## config.mk

```make
export PLATFORM = sky130hd
export DESIGN_NAME = mem_access_ctrl
export DESIGN_NICKNAME = d
export VERILOG_FILES = /design/src/rtl/mem_access_ctrl.sv
export SDC_FILE = /design/constraint.sdc
export NUM_CORES = 1
export LEC_CHECK = 0
export CORE_ASPECT_RATIO = 1.2
export CORE_UTILIZATION = 48
export CTS_CLUSTER_SIZE = 25
export DETAILED_ROUTE_END_ITERATION = 6
export PLACE_DENSITY = 0.86
export SYNTH_ARGS = -nofsm -noshare
export SYNTH_HDL_FRONTEND = slang
export SYNTH_SLANG_ARGS = --single-unit
```

## constraint.sdc

```tcl
create_clock -name clk -period 5.9 [get_ports clk]
set_input_delay 1.18 -clock clk [delete_from_list [all_inputs] [get_ports clk]]
set_output_delay 1.18 -clock clk [all_outputs]
set_load 0.05 [all_outputs]
```

## src/rtl/mem_access_ctrl.sv

```systemverilog
// mem_access_ctrl: sequences the main-memory port for one load/store request
// at a time on behalf of the MEM stage. Byte stores use read-modify-write.
// Load data is returned with optional sign extension over a valid/ready channel.
//
// Ports:
//   clk, rst (async, active-low), halt_sys (freezes the controller)
//   req_*   : request channel (valid/ready), write/byte/signed flags, addr, wdata
//   resp_*  : response channel (valid/ready), rdata, err
//   mem_*   : memory port; mem_data_in is combinational from mem_address
module mem_access_ctrl (
    input  logic        clk,
    input  logic        rst,
    input  logic        halt_sys,
    input  logic        req_valid,
    output logic        req_ready,
    input  logic        req_write,
    input  logic        req_byte,
    input  logic        req_signed,
    input  logic [15:0] req_addr,
    input  logic [15:0] req_wdata,
    output logic        resp_valid,
    input  logic        resp_ready,
    output logic [15:0] resp_rdata,
    output logic        resp_err,
    output logic        mem_write_en,
    output logic [15:0] mem_address,
    output logic [15:0] mem_write_data,
    input  logic [15:0] mem_data_in
);

    localparam int unsigned AW = 16;
    localparam int unsigned DW = 16;
    localparam int unsigned BW = 8;

    typedef enum logic [1:0] {
        S_IDLE,
        S_RD,
        S_WR,
        S_RESP
    } state_t;

    state_t          state_q, state_d;
    logic            write_q, write_d;
    logic            byte_q, byte_d;
    logic            signed_q, signed_d;
    logic [BW-1:0]   wbyte_q, wbyte_d;
    logic [AW-1:0]   mem_addr_q, mem_addr_d;
    logic [DW-1:0]   mem_wdata_q, mem_wdata_d;
    logic            mem_wen_q, mem_wen_d;
    logic            resp_valid_q, resp_valid_d;
    logic [DW-1:0]   resp_rdata_q, resp_rdata_d;
    logic            resp_err_q, resp_err_d;

    logic            accept;
    logic            word_wrap;
    logic [DW-1:0]   load_data;

    // Request handshake and halt gating of the write strobe
    assign req_ready      = (state_q == S_IDLE) && !halt_sys;
    assign accept         = req_valid && req_ready;
    assign mem_write_en   = mem_wen_q && !halt_sys;
    assign mem_address    = mem_addr_q;
    assign mem_write_data = mem_wdata_q;
    assign resp_valid     = resp_valid_q;
    assign resp_rdata     = resp_rdata_q;
    assign resp_err       = resp_err_q;

    // A word at the top address would straddle the end of the address space
    assign word_wrap = !req_byte && (req_addr == {AW{1'b1}});

    // Load result formed from the current read data
    assign load_data = byte_q
        ? {{(DW-BW){mem_data_in[BW-1] & signed_q}}, mem_data_in[BW-1:0]}
        : mem_data_in;

    // Next-state and register-update logic
    always_comb begin
        state_d      = state_q;
        write_d      = write_q;
        byte_d       = byte_q;
        signed_d     = signed_q;
        wbyte_d      = wbyte_q;
        mem_addr_d   = mem_addr_q;
        mem_wdata_d  = mem_wdata_q;
        mem_wen_d    = mem_wen_q;
        resp_valid_d = resp_valid_q;
        resp_rdata_d = resp_rdata_q;
        resp_err_d   = resp_err_q;

        if (!halt_sys) begin
            unique case (state_q)
                S_IDLE: begin
                    if (accept) begin
                        write_d  = req_write;
                        byte_d   = req_byte;
                        signed_d = req_signed;
                        wbyte_d  = req_wdata[BW-1:0];
                        if (word_wrap) begin
                            state_d      = S_RESP;
                            resp_valid_d = 1'b1;
                            resp_rdata_d = '0;
                            resp_err_d   = 1'b1;
                        end else if (!req_write || req_byte) begin
                            state_d    = S_RD;
                            mem_addr_d = req_addr;
                        end else begin
                            state_d     = S_WR;
                            mem_addr_d  = req_addr;
                            mem_wen_d   = 1'b1;
                            mem_wdata_d = req_wdata;
                        end
                    end
                end
                S_RD: begin
                    if (write_q) begin
                        // Merge: keep the upper byte, replace the addressed byte
                        state_d     = S_WR;
                        mem_wen_d   = 1'b1;
                        mem_wdata_d = {mem_data_in[DW-1:BW], wbyte_q};
                    end else begin
                        state_d      = S_RESP;
                        resp_valid_d = 1'b1;
                        resp_rdata_d = load_data;
                        resp_err_d   = 1'b0;
                    end
                end
                S_WR: begin
                    state_d      = S_RESP;
                    mem_wen_d    = 1'b0;
                    mem_wdata_d  = '0;
                    resp_valid_d = 1'b1;
                    resp_rdata_d = '0;
                    resp_err_d   = 1'b0;
                end
                S_RESP: begin
                    if (resp_ready) begin
                        state_d      = S_IDLE;
                        resp_valid_d = 1'b0;
                        resp_rdata_d = '0;
                        resp_err_d   = 1'b0;
                    end
                end
                default: state_d = S_IDLE;
            endcase
        end
    end

    // State and datapath registers
    always_ff @(posedge clk or negedge rst) begin
        if (!rst) begin
            state_q      <= S_IDLE;
            write_q      <= 1'b0;
            byte_q       <= 1'b0;
            signed_q     <= 1'b0;
            wbyte_q      <= '0;
            mem_addr_q   <= '0;
            mem_wdata_q  <= '0;
            mem_wen_q    <= 1'b0;
            resp_valid_q <= 1'b0;
            resp_rdata_q <= '0;
            resp_err_q   <= 1'b0;
        end else begin
            state_q      <= state_d;
            write_q      <= write_d;
            byte_q       <= byte_d;
            signed_q     <= signed_d;
            wbyte_q      <= wbyte_d;
            mem_addr_q   <= mem_addr_d;
            mem_wdata_q  <= mem_wdata_d;
            mem_wen_q    <= mem_wen_d;
            resp_valid_q <= resp_valid_d;
            resp_rdata_q <= resp_rdata_d;
            resp_err_q   <= resp_err_d;
        end
    end

endmodule

```

==> out/results.tsv <==
metric	value	unit
grt_pass1_vias	2365	
yosysMostFrequentCell	dfrtp_1	
die-area	6580	µm²
syn_area	3000	µm²
leakage	1.92	nW
critPathRequiredTime	4.72	ns
syn_area_per_cell	10.9	µm²
antenna_cells	0	
post_cts_resized	0	
ys_types	28	
die-height	88.6	µm
coreArea	6050	µm²
yosysWarningCount	0	
grt_usage	22.9	%
crit_path_max_incr_delay	0.83	ns
powerDensity	617	nW/µm²
synth_seq_area_share	53.4	%
ff2ff_setup_slack	3.33	ns
cts_hold_buf	0	
cts.path.max_buffers	2	
async_flop_share	100	%
path_buf_inv	2	
fin_crit_sh	66.6	%
relSlewSlack	34.5	%
final_hold_viol_count	0	
fp.dieW	74.2	µm
setup_viol	0	
overflow	0	
rsz0062_at_grt	false	
portBuffers	107	
fin_skew	0.00620	ns
cts_tree	yes	
ys_seq_elements	64	
path_max_fanout	5	
drt-total-wl	6940	µm
synth_edf_count	0	
hold_start	wbyte_q[1]$_DFFE_PN0P_	
synth_top_cell_by_area	dfrtp_1	
route.vias.total	2416	
ios	108	
path_common_cell	clkdlybuf4s50_1	
fin_crit	3.93	ns
maxSlewViolCount	0	
clkTransAtPathRegs	0.07	ns
cts_sinks	64	
cap_violations	0	
regArea	1600	µm²
postSynthCellCount	275	
synth_top_flop_cell	dfrtp_1	
final_antenna_net_count	0	
synth_top_area_share	53.4	%
crit_chain	clkdlybuf4s50_1 > nor2b_1 > clkdlybuf4s50_1	
cp_slowest_cell	clkdlybuf4s50_1	
routed_via_density	5.13	
htreeDepth	3	
grt_max_degree	65	
grt_first_pass_wirelength	11200	µm
dp_hpwl	4920	µm
start_kind	input port	
drc_errors	0	
fin_util	71.6	%
worst_pin_slew	0.978	ns
rr_startpoint	state_q[0]$_DFFE_PN0P_	
drt_iter0_markers	108	
min_delay_path_depth	2	
max_freq	255	MHz
core.rowCount	31	
firstDrtPassIters	4	
hold_class	reg2reg	
synth_area_leaders	dfrtp_1 53%, mux2_2 14%, o21ai_0 7.0%	
routedWlPerCell	14.7	µm
syn_to_final_growth	44.4	%
cts_buffers	9	
cp.arrival	2.75	ns
final_cells	471	
crit_path_end_kind	primary output	
ir_worst_vdd	0.398	mV
path_class	in2out	
reg2reg_depth	7	
drive_above_1_share	18.0	%
insertion_delay	0.33	ns
cts-root-buf	clkbuf_8	
cts_setup_buffers	0	
antenna_found_initial	0	
initial_core_util	49.6	%
multiInputGateArea	1260	µm²
n_fill_cell	454	
whs_endpoint	wbyte_q[1]$_DFFE_PN0P_	
final.setup.tns	0	ns
final_nets	446	
syn_nets	337	
crit_family	buffers and inverters	
outcome	complete, no violations	
gp_congestion	0.766	
ys_top_cells_by_count	64 x dfrtp_1, 42 x o21ai_0, 41 x nand2_1	
place_inst	455	
r2r_end	mem_address[9]$_DFFE_PN0P_	
[routing by layer]
metal | up-vias | wire [µm] | track usage, %
li1 | 1149 | - | -
met1 | 1161 | 2790 | 28.3
met2 | 97 | 3550 | 38.9
met3 | 9 | 524 | 5.92
met4 | 0 | 71 | 7.34
met5 | - | 0 | 0
[per-stage QoR]
step / setup WS, ns / cell area (µm²) / hold slack (ns) / total power [W]
2_1_floorplan: 2.63 / 3000 / 0.450 / 0.00182
6_report: 1.97 / 4330 / 0.482 / 0.00267
3_5_place_dp: 2.00 / 4140 / 0.471 / 0.00231
4_1_cts: 1.98 / 4330 / 0.486 / 0.00270
5_1_grt: 1.92 / 4330 / 0.520 / 0.00282
3_3_place_gp: 2.00 / 4140 / 0.461 / 0.00228
[where the power goes]
part           internal [W]  switching [W]
registers          0.000645       0.000119
clock network      0.000206       0.000164
logic              0.000591       0.000950
total               0.00144        0.00123
[tightest hold or removal path, stage by stage (launching register included)]
cell and delay (ns):
dfrtp_1 0.34, nand2_1 0.05, o21ai_0 0.06
[kinds of logic (layout without fill, tap and decap cells)]
kind of cell | after synthesis | after routing | synth area share, %
muxes | 47 | 47 | 18.7
adders and majority gates | 6 | 6 | 2.50
AOI/OAI and AO/OA | 48 | 48 | 9.30
and+or+nand+nor | 77 | 77 | 11.6
buffers and inverters | 33 | 147 | 4.54
DFF | 64 | 64 | 53.4
[how the worst max path moves through the flow]
stage                         from                         end  cells past startpoint
final                     halt_sys                   req_ready                      3
after global placement    halt_sys                   req_ready                      3
after floorplan           halt_sys  mem_address[0]$_DFFE_PN0P_                      5
after CTS                 halt_sys                   req_ready                      3
after detailed placement  halt_sys                   req_ready                      3
after global routing      halt_sys                   req_ready                      3
[state kept, by name (all words and copies together) (netlist names)]
name and flops:
mem_write_data 16, resp_rdata 16, wbyte_q 8, write_q 1, byte_q 1, signed_q 1
mem_address 16, resp_valid 1, resp_err 1, mem_wen_q 1, state_q 2
[cells in the final DEF (no fill, tap or decap), types with 2 or more instances in the layout]
master           Yosys  routed
clkdlybuf4s50_1      0     106
dfrtp_1             64      64
o21ai_0             42      42
nand2_1             41      41
mux2_2              36      36
inv_1               21      21
nor2_1              18      18
clkbuf_8             0      10
mux2_4               9       9
ha_1                 6       6
nor2b_1              4       4
nor3_1               3       3
buf_4                0       3
nand4_1              2       2
a31oi_1              2       2
and2_1               2       2
mux2i_1              2       2
clkinv_2             0       2
[layout make-up]
type                       instances  area share, %
clock inverter                     5           1.30
tap                               82           2.37
inverter                          21           1.82
clock buffer                      11           3.26
timing repair buffer             110           25.1
sequential                        64           37.0
multi-input combinational        178           29.2
No activity file was read; power rests on OpenSTA's default activity.
==> variant, RTL diff (config.mk and constraints unchanged) <==
Set the localparam `BW` to 10 (it was 8).
--- a/src/rtl/mem_access_ctrl.sv
+++ b/src/rtl/mem_access_ctrl.sv
@@ -32,3 +32,3 @@
     localparam int unsigned DW = 16;
-    localparam int unsigned BW = 8;
+    localparam int unsigned BW = 10;
 
Formal check against the unedited RTL: not equivalent (a bounded check fails within 4 cycles, from zero or initial values and one cycle with rst low).
==> variant against the original RTL <==
- setup slack better by 0.071 ns
- cell count decreased by 6.4%
- global-route usage shrank 1.4 points
- final area is 1.1% lower
- total power is 0.32% lower
- combinational power down 3%
- routed wire length is 2.8% lower
- sequential cell count rose by 2
- sequential share of layout area rose by 1.6 points
- area after synthesis shrank 1.3%
- largest cell class unchanged
- largest power group unchanged
==> variant: results (changes against the original RTL) <==
\begin{tabular}{lr}
\hline
Metric & Value \\
\hline
\multicolumn{2}{l}{\textbf{Outcome}} \\
\quad Result of the run & finished, final reports clean \\
\multicolumn{2}{l}{\textbf{Route}} \\
\quad Met2 wire len & 3.530 mm (-0.68\%) \\
\quad Number of vias in the routed layout & 2283 (-5.5\%) \\
\quad Met3 routed WL & 292 um (-44\%) \\
\quad Final Routed Wirelength & 6.746 mm (-2.8\%) \\
\multicolumn{2}{l}{\textbf{Final layout}} \\
\quad Multi-input logic cell count & 164 (-7.9\%) \\
\quad Number of nets in the layout & 417 (-6.5\%) \\
\quad Inverters, non-clock & 6 (-71\%) \\
\quad Buffers outside the clock class & 108 (-1.8\%) \\
\multicolumn{2}{l}{\textbf{Placed design}} \\
\quad Post-detail-place hpwl & 4.768 mm (-3.2\%) \\
\quad Pre-CTS setup slack & 2.064 ns (+0.06394 ns) \\
\multicolumn{2}{l}{\textbf{Setup path}} \\
\quad WP data arrival & 2.68 ns (-0.07 ns) \\
\quad Crit-path max FO & 4 (-1) \\
\multicolumn{2}{l}{\textbf{Yosys}} \\
\quad Nets in the synthesized netlist & 309 (-8.3\%) \\
\quad Mean area per synthesized cell & 11.99 um2 (+9.9\%) \\
\quad Biggest area contributors in the synthesized netlist & sky130\_fd\_sc\_hd\_\_dfrtp\_1 (56\%), sky130\_fd\_sc\_hd\_\_mux2\_2 (10\%), sky130\_fd\_sc\_hd\_\_mux2\_4 (5.1\%) \\
\quad Most used standard cells in the synthesized netlist & sky130\_fd\_sc\_hd\_\_dfrtp\_1 (66), sky130\_fd\_sc\_hd\_\_mux2\_2 (27), sky130\_fd\_sc\_hd\_\_nand2\_1 (26) \\
\quad Netlist cell types & 31 (+11\%) \\
\multicolumn{2}{l}{\textbf{Pwr}} \\
\quad Part of the power in the clock network & 14.7\% (+0.9 points) \\
\quad Leakage power figure & 1.867 nW (-2.9\%) \\
\multicolumn{2}{l}{\textbf{Floorplan}} \\
\quad Die Footprint & 0.006489 mm2 (-1.3\%) \\
\multicolumn{2}{l}{\textbf{Global route}} \\
\quad GR met2 Demand/Resource & 34.53\% (-4.4 points) \\
\quad Met3 usage in global routing & 4.028\% (-1.9 points) \\
\quad Wire length of the first global-routing pass & 10.35 mm (-7.5\%) \\
\quad Global-route met1 utilization & 27.73\% (-0.56 points) \\
\quad Combined global-route utilization of all metal layers & 21.43\% (-1.4 points) \\
\hline
\end{tabular}
variant: cell count changes after synthesis, moves of 5 or more:
cell / change
sky130_fd_sc_hd__a21oi_1: +15
sky130_fd_sc_hd__a22o_1: +10
sky130_fd_sc_hd__inv_1: -15
sky130_fd_sc_hd__mux2_2: -9
sky130_fd_sc_hd__nand2_1: -15
sky130_fd_sc_hd__nor2_1: -5
sky130_fd_sc_hd__nor2b_1: +15
sky130_fd_sc_hd__o21ai_0: -24
variant: worst max-delay path by stage:
stage	slack, ns	to
after floorplan	2.85	mem_write_en
after global placement	2.07	req_ready
after detailed placement	2.06	req_ready
after CTS	2.06	req_ready
after global routing	1.99	mem_write_en
final	2.04	req_ready
variant: worst max-delay path, cell delays in order:
cell	delay [ns]
sky130_fd_sc_hd__clkdlybuf4s50_1	0.49
sky130_fd_sc_hd__nor2_1	0.16
sky130_fd_sc_hd__clkdlybuf4s50_1	0.85
